## src/rtl/branch_resolver.sv

```systemverilog
`default_nettype none
// ============================================================================
// Module   : branch_resolver
// Brief    : Execute-stage branch resolution. Latches NZVC from compares,
//            evaluates conditional branches against the latched flags,
//            drives the PC redirect, runs the wrong-path squash window and
//            keeps saturating branch statistics.
// Revision : 1.0  initial release
// ============================================================================
module branch_resolver #(
  parameter int OPCODEWIDTH  = 4,
  parameter int WIDTH        = 32,
  parameter int FLUSH_CYCLES = 2,   // squash length after a taken branch, 1..15
  parameter int CNTWIDTH     = 16
) (
  input  logic                   clk,
  input  logic                   reset,
  input  logic                   validE,
  input  logic                   stallE,
  input  logic [OPCODEWIDTH-1:0] opcodeE,
  input  logic                   N,
  input  logic                   Z,
  input  logic                   V,
  input  logic                   C,
  input  logic [WIDTH-1:0]       targetE,
  output logic                   takeBranchE,
  output logic                   pcRedirectValidF,
  output logic [WIDTH-1:0]       pcRedirectF,
  output logic                   flushFD,
  output logic                   flushDE,
  output logic                   squashing,
  output logic [3:0]             flagsOut,
  output logic [CNTWIDTH-1:0]    branchCount,
  output logic [CNTWIDTH-1:0]    takenCount
);

  // FSM encoding
  localparam logic [0:0] c_ST_RUN    = 1'b0;
  localparam logic [0:0] c_ST_SQUASH = 1'b1;

  // Squash window length, held in a 4-bit down-counter
  localparam logic [3:0] c_FLUSH = 4'(FLUSH_CYCLES);

  // Opcodes decoded by this block; everything else is ignored
  localparam logic [OPCODEWIDTH-1:0] c_OP_CMP = OPCODEWIDTH'(4'b1010);
  localparam logic [OPCODEWIDTH-1:0] c_OP_B   = OPCODEWIDTH'(4'b1011);
  localparam logic [OPCODEWIDTH-1:0] c_OP_BEQ = OPCODEWIDTH'(4'b1100);
  localparam logic [OPCODEWIDTH-1:0] c_OP_BNE = OPCODEWIDTH'(4'b1101);
  localparam logic [OPCODEWIDTH-1:0] c_OP_BLT = OPCODEWIDTH'(4'b1110);
  localparam logic [OPCODEWIDTH-1:0] c_OP_BGT = OPCODEWIDTH'(4'b1111);

  localparam logic [CNTWIDTH-1:0] c_CNT_ONE = CNTWIDTH'(1);

  logic [0:0]          r_state;
  logic [0:0]          w_stateNext;
  logic [3:0]          r_cnt;
  logic [3:0]          w_cntNext;
  logic [3:0]          r_flags;
  logic [CNTWIDTH-1:0] r_branchCount;
  logic [CNTWIDTH-1:0] r_takenCount;

  logic w_active;
  logic w_isBranch;
  logic w_cond;
  logic w_take;
  logic w_squash;

  // Only an unstalled valid instruction seen while in RUN has any effect.
  assign w_active = validE & ~stallE & (r_state == c_ST_RUN);

  // Decode branch opcodes and evaluate their condition against latched flags
  // (flag layout {N,Z,V,C}); the live ALU flags never steer a branch.
  always_comb begin
    w_isBranch = 1'b0;
    w_cond     = 1'b0;
    case (opcodeE)
      c_OP_B: begin
        w_isBranch = 1'b1;
        w_cond     = 1'b1;
      end
      c_OP_BEQ: begin
        w_isBranch = 1'b1;
        w_cond     = r_flags[2];
      end
      c_OP_BNE: begin
        w_isBranch = 1'b1;
        w_cond     = ~r_flags[2];
      end
      c_OP_BLT: begin
        w_isBranch = 1'b1;
        w_cond     = r_flags[3] ^ r_flags[1];
      end
      c_OP_BGT: begin
        w_isBranch = 1'b1;
        w_cond     = ~r_flags[2] & ~(r_flags[3] ^ r_flags[1]);
      end
      default: begin
        w_isBranch = 1'b0;
        w_cond     = 1'b0;
      end
    endcase
  end

  assign w_take = w_active & w_isBranch & w_cond;

  // State register: FSM state and remaining squash cycles
  always_ff @(posedge clk) begin
    if (reset) begin
      r_state <= c_ST_RUN;
      r_cnt   <= 4'd0;
    end else begin
      r_state <= w_stateNext;
      r_cnt   <= w_cntNext;
    end
  end

  // Next-state logic: a taken branch opens the window; unstalled cycles
  // drain it, stalled cycles hold it so the squash covers the same slots.
  always_comb begin
    w_stateNext = r_state;
    w_cntNext   = r_cnt;
    case (r_state)
      c_ST_RUN: begin
        if (w_take) begin
          w_stateNext = c_ST_SQUASH;
          w_cntNext   = c_FLUSH;
        end
      end
      c_ST_SQUASH: begin
        if (!stallE) begin
          w_cntNext = r_cnt - 4'd1;
          if (r_cnt == 4'd1) begin
            w_stateNext = c_ST_RUN;
          end
        end
      end
      default: begin
        w_stateNext = c_ST_RUN;
        w_cntNext   = 4'd0;
      end
    endcase
  end

  // Output logic: redirect in the resolving cycle, flush during the whole window
  always_comb begin
    w_squash         = (r_state == c_ST_SQUASH);
    takeBranchE      = w_take;
    pcRedirectValidF = w_take;
    pcRedirectF      = w_take ? targetE : '0;
    squashing        = w_squash;
    flushFD          = w_take | w_squash;
    flushDE          = w_take | w_squash;
  end

  // Flag latch: only an active compare writes the flags
  always_ff @(posedge clk) begin
    if (reset) begin
      r_flags <= 4'd0;
    end else if (w_active && (opcodeE == c_OP_CMP)) begin
      r_flags <= {N, Z, V, C};
    end
  end

  // Saturating statistics: evaluated branches and taken branches
  always_ff @(posedge clk) begin
    if (reset) begin
      r_branchCount <= '0;
      r_takenCount  <= '0;
    end else begin
      if (w_active && w_isBranch && !(&r_branchCount)) begin
        r_branchCount <= r_branchCount + c_CNT_ONE;
      end
      if (w_take && !(&r_takenCount)) begin
        r_takenCount <= r_takenCount + c_CNT_ONE;
      end
    end
  end

  assign flagsOut    = r_flags;
  assign branchCount = r_branchCount;
  assign takenCount  = r_takenCount;

endmodule
`default_nettype wire

```

## config.mk

```make
export PLATFORM = sky130hd
export DESIGN_NAME = branch_resolver
export DESIGN_NICKNAME = d
export VERILOG_FILES = /design/src/rtl/branch_resolver.sv
export SDC_FILE = /design/constraint.sdc
export NUM_CORES = 1
export LEC_CHECK = 0
export BUFFER_PORTS_ARGS = -buffer_cell sky130_fd_sc_hd__buf_2
export CELL_PAD_IN_SITES_DETAIL_PLACEMENT = 1
export CELL_PAD_IN_SITES_GLOBAL_PLACEMENT = 2
export CORE_ASPECT_RATIO = 0.9
export CORE_MARGIN = 10
export CORE_UTILIZATION = 22
export CTS_CLUSTER_DIAMETER = 100
export DETAILED_ROUTE_END_ITERATION = 8
export PLACE_DENSITY_LB_ADDON = 0.1
export SLEW_MARGIN = 20
export SYNTH_ARGS = -nofsm -noshare
export SYNTH_HDL_FRONTEND = slang
export SYNTH_SLANG_ARGS = --single-unit
```

## constraint.sdc

```tcl
create_clock -name clk -period 2.8 [get_ports clk]
set_input_delay 0.84 -clock clk [delete_from_list [all_inputs] [get_ports clk]]
set_output_delay 0.84 -clock clk [all_outputs]
set_load 0.05 [all_outputs]
```

Word level (Yosys, flattened, before mapping). Index checks and enable logic that the tools add are counted.

$add $sub $neg: 3. Equal/unequal tests: 9. Multiplexer cells: 10. Bitwise gates (word level): 11. Reduce and logical (&&, ||, !) cells: 10.

Operators by type and width (number): 16-bit by 1-bit adder with 16-bit output, second input constant (2); 32-bit 2-to-1 mux (1); 16-bit AND reduction (2); 4-bit == test, second input constant (6); 4-bit 2-to-1 mux (2); 4-bit one-hot mux with 2 select lines (1); 1-bit bitwise AND (5); 1-bit one-hot mux with 5 select lines (1); 5-bit OR reduction (1); 4-bit by 1-bit == test with 1-bit output, second input constant (1); 1-bit logical AND (4); 1-bit 2-to-1 mux (4); 2-bit != test, second input constant (2); 1-bit NOT (4); 4-bit by 1-bit subtractor with 4-bit output, second input constant (1); 1-bit zero test (2); 1-bit one-hot mux with 2 select lines (1); 2-bit AND reduction (1); 1-bit bitwise OR (1); 1-bit bitwise XOR (1).

Bits in registers: 41. Bits of input ports: 44. Word-level logic and storage cells: 48.

Depth between registers and ports, before layout.
Depth in word-level cells: 7. Depth in mapped cells: 7.

Least setup slack after synthesis. OpenSTA, ideal clock, no wires.

Path type: input to output. From: in stallE. To: out pcRedirectF[24]. Arrival: 2.548 ns. Required time: 1.960 ns. Path slack: -0.588 ns. Stages on the path: 5. Path buffers: 1. Cells stage by stage: nand4bb_1 > or2_2 > nor2_1 > buf_2 > and2_1.

Word-level cells in the longest chain between the ends: 6.

Ends and longest elaborated chain: start, declared (line 19) `input logic stallE,`; 1-bit NOT (line 69) `assign w_active = validE & ~stallE & (r_state == c_ST_RUN);`; 1-bit bitwise AND (2 in a row) (line 69); 1-bit bitwise AND (2 in a row) (line 104) `assign w_take = w_active & w_isBranch & w_cond;`; named net pcRedirectValidF (line 27) `output logic pcRedirectValidF,`; 32-bit 2-to-1 mux (line 149) `pcRedirectF = w_take ? targetE : '0;`; end, declared (line 28) `output logic [WIDTH-1:0] pcRedirectF,`.

The timed path passes the listed nets, and every way through them passes these cells.

Worst setup path after layout.
From: in opcodeE[0]. To: out flushFD.

Word-level cells in the longest chain between the ends: 6. Elaborated cells on any way between the ends: 11. Classes of those cells: eq/ne: 5; mux: 2; bitwise: 3; reduce/logical: 1.

Ends and longest elaborated chain: start, declared (line 20) `input logic [OPCODEWIDTH-1:0] opcodeE,`; 4-bit == test (line 76) `case (opcodeE)`; 5-bit OR reduction (no line); 1-bit 2-to-1 mux (line 76); 1-bit bitwise AND (line 104); 1-bit bitwise AND (*) (line 104); 1-bit bitwise OR (*) (line 151) `flushFD = w_take | w_squash;`; end, declared (line 29) `output logic flushFD,`.

Mark *: on every way between the ends. The rest lies on a longest branch, timed or not.

==> impl_metrics.sql <==
INSERT INTO impl_metrics (metric_group, metric, value, unit) VALUES
('critical_path', 'path_delay_family', 'simple AND/OR/NAND/NOR gates', ''),
('clock_tree', 'clk_root_buffer_cell', 'sky130_fd_sc_hd__clkbuf_16', ''),
('timing', 'finalSetupTns', '-5.76', 'ns'),
('critical_path', 'worst_ep_arrival_time', '2.20', 'ns'),
('clock_tree', 'cts_max_path_buffers', '2', ''),
('synthesis', 'synth_area_leader_cell', 'sky130_fd_sc_hd__dfxtp_1', ''),
('critical_path', 'critical_path.slowest_cell', 'sky130_fd_sc_hd__a211oi_4', ''),
('global_routing', 'vias_in_the_first_global_route', '2851', ''),
('finish', 'layout.cell_area.non_filler', '4010', 'um2'),
('critical_path', 'timing.critical_path.buf_inv', '3', ''),
('routing', 'final_antenna_net_count', '0', ''),
('clock_tree', 'worst_skew_pair.late_latency', '0.29', 'ns'),
('flow_run', 'cap_violations', '0', ''),
('routing', 'via_per_inst', '4.81', ''),
('clock_tree', 'cts-htree-levels', '2', ''),
('critical_path', 'max_stage_delay', '0.26', 'ns'),
('global_routing', 'globalRouteTotalUtil', '11.8', '%'),
('synthesis', 'synth_common_cells', '41 x sky130_fd_sc_hd__dfxtp_1, 34 x sky130_fd_sc_hd__and2_1, 26 x sky130_fd_sc_hd__nor2_1, 20 x sky130_fd_sc_hd__a21oi_1, 15 x sky130_fd_sc_hd__nand2_1', ''),
('synthesis', 'syn_area_per_cell', '8.08', 'um2'),
('critical_path', 'worstSetupStartpointType', 'primary input', ''),
('routing', 'finalWirelength', '9670', 'um'),
('power', 'power.share.sequential', '42.8', '%'),
('placement', 'routabilityCongestion', '0.734', ''),
('power', 'p_leak', '1.74', 'nW'),
('critical_path', 'critical_path.max_fanout', '19', ''),
('timing', 'postLayoutSetupSlackWorst', '-0.236', 'ns'),
('die', 'design.core.area', '10800', 'um2'),
('status', 'status', 'finished with violations', ''),
('synthesis', 'synthTopCellsByArea', 'sky130_fd_sc_hd__dfxtp_1 34%, sky130_fd_sc_hd__and2_1 8.9%, sky130_fd_sc_hd__a21oi_1 4.2%', ''),
('timing', 'clock_period_minus_final_worst_setup_slack', '3.04', 'ns'),
('die', 'die_width', '130', 'um'),
('synthesis', 'synthesis.yosys.warnings', '0', ''),
('placement', 'io_buffer_count', '116', ''),
('status', 'violations', 'setup timing', ''),
('synthesis', 'synth_top_flop_cell', 'sky130_fd_sc_hd__dfxtp_1', ''),
('synthesis', 'synthMostInstantiatedCell', 'sky130_fd_sc_hd__dfxtp_1', ''),
('die', 'die_extent_in_y', '119', 'um'),
('synthesis', 'synth_enable_flop_cells', '0', ''),
('clock_tree', 'clk_transition_reported_paths', '0.06', 'ns'),
('clock_tree', 'numClockSinks', '41', ''),
('critical_path', 'critical_path.endpoint_type', 'primary output', ''),
('die', 'starting_density', '22.3', '%'),
('die', 'design.die.area', '15500', 'um2'),
('routing', 'routed-via-count', '2706', ''),
('timing', 'grt_setup_unrepaired', 'yes', ''),
('die', 'io-pin-count', '117', ''),
('clock_tree', 'cts-buffers-inserted', '5', ''),
('worst_hold_path', 'worst_hold_check_path_type', 'reg2reg', ''),
('timing', 'final.hold.worst_slack', '0.494', 'ns'),
('synthesis', 'async_flop_share', '0', '%'),
('routing', 'drt_drc_violations_left', '0', ''),
('finish', 'area_growth_syn_to_layout', '66.8', '%'),
('power', 'power_density', '343', 'nW/um2'),
('global_routing', 'grt.overflow.total', '0', ''),
('power', 'combPwrFrac', '11.4', '%'),
('die', 'num_rows', '36', ''),
('critical_path', 'critical_path.cell_chain', 'buf_8 -> nor2b_4 -> a21o_1 -> a211oi_4 -> nor2_4 -> buf_12 -> or2_4 -> buf_6', ''),
('power', 'p_sw_share', '24.4', '%'),
('power', 'report.power.total', '1.37', 'mW'),
('timing', 'fin_skew', '0.00575', 'ns'),
('timing', 'post-route-period-util', '108', '%'),
('synthesis', 'synth_fp_nets', '345', ''),
('clock_tree', 'tritoncts', 'done', ''),
('timing', 'slew-limit-headroom', '64.8', '%'),
('timing', 'timing.final.max_slew_violations', '0', ''),
('timing', 'setup_viol_count_final', '36', ''),
('finish', 'n_antenna_cell', '0', ''),
('timing', 'finalHoldViolations', '0', ''),
('placement', 'placed_cell_area', '3320', 'um2'),
('synthesis', 'yosysSeqAreaShare', '34.2', '%'),
('global_routing', 'grt_start_max_net_pins', '38', '');
## state kept, by name, summed over array words and instances (netlist names)
| register | cells |
|---|---|
| branchCount | 16 |
| takenCount | 16 |
| flagsOut | 4 |
| r_cnt | 4 |
| squashing | 1 |
## path summary, 6_finish.rpt
| check | startpoint | cells after the start | end | slack (ns) |
|---|---|---|---|---|
| worst max register to register | squashing | 6 | takenCount[13] | 0.73 |
| worst min register to register | takenCount[9] | 2 | takenCount[9] | 0.49 |
| worst min-delay path | takenCount[9] | 2 | takenCount[9] | 0.49 |
| worst max-delay path | opcodeE[0] | 8 | flushFD | -0.24 |
## cells in the final DEF (no fill, tap or decap), types with 7 or more instances in the layout
cell type / netlist / layout
sky130_fd_sc_hd__o21ai_0: 13 / 13
sky130_fd_sc_hd__a21oi_1: 20 / 19
sky130_fd_sc_hd__nand4_1: 11 / 11
sky130_fd_sc_hd__or4_1: 7 / 7
sky130_fd_sc_hd__nand2_1: 15 / 14
sky130_fd_sc_hd__buf_6: 0 / 12
sky130_fd_sc_hd__or3_1: 14 / 14
sky130_fd_sc_hd__xor2_1: 10 / 10
sky130_fd_sc_hd__and2_4: 0 / 28
sky130_fd_sc_hd__buf_8: 0 / 33
sky130_fd_sc_hd__mux2i_1: 7 / 7
sky130_fd_sc_hd__nand3_1: 13 / 13
sky130_fd_sc_hd__buf_2: 5 / 75
sky130_fd_sc_hd__nor2_1: 26 / 25
sky130_fd_sc_hd__dfxtp_1: 41 / 41
sky130_fd_sc_hd__buf_4: 2 / 21
## through the flow
step / utilization [%] / setup slack (ns) / cells
6_report: 37.2 / -0.236 / 563
2_1_floorplan: - / -0.0853 / 297
4_1_cts: 35.3 / -0.234 / 554
3_3_place_gp: 30.8 / -0.283 / 546
5_1_grt: 37.2 / -0.288 / 563
3_5_place_dp: 30.8 / -0.308 / 546
## routing by layer
metal	GRT usage, %	up-vias	share of wire [%]
met2	21.1	58	52
met4	2.32	0	0.43
met1	13.2	1309	41
met3	3.95	4	6.7
met5	0	-	0
li1	-	1335	-
## final cells by class
| class | instances | area (um2) |
|---|---|---|
| Inverter | 4 | 15.0 |
| Clock buffer | 7 | 153 |
| Fill cell | 1262 | 6760 |
| Clock inverter | 1 | 5.00 |
| Multi-Input combinational cell | 234 | 1640 |
| Tap cell | 133 | 166 |
| Timing Repair Buffer | 143 | 1210 |
| Sequential cell | 41 | 821 |
## power by group through the flow
| stage | registers [mW] | clock network, mW | logic [mW] |
|---|---|---|---|
| after floorplan | 0.606 | 0 | 0.0619 |
| after global placement | 0.601 | 0 | 0.127 |
| after detailed placement | 0.601 | 0 | 0.129 |
| after CTS | 0.587 | 0.654 | 0.138 |
| after global routing | 0.588 | 0.674 | 0.169 |
| final | 0.587 | 0.630 | 0.156 |
## tightest hold or removal path, cell delays in order, from the launching register on
cell,delay [ns]
sky130_fd_sc_hd__dfxtp_1,0.32
sky130_fd_sc_hd__inv_1,0.07
sky130_fd_sc_hd__a221oi_2,0.05
## cell families after synthesis
family | count (synthesis) | share of synthesized area (%)
adder cells (fa/ha/maj) | 4 | 2.08
buffers and inverters | 22 | 4.01
flip-flops | 41 | 34.2
AND/OR/NAND/NOR | 153 | 36.4
XOR/XNOR | 12 | 4.38
multiplexers | 9 | 3.86
AO/OA/AOI/OAI | 56 | 15.1
## what timing repair did
action	CTS	global route
hold buffers	0	0
buffers inserted	0	6
resized for setup	97	32
pin swaps	1	1
gates cloned	0	3
hold endpoints to repair	0	0
setup endpoints to repair	36	36
Note: power is estimated with default switching activity, not from simulation.
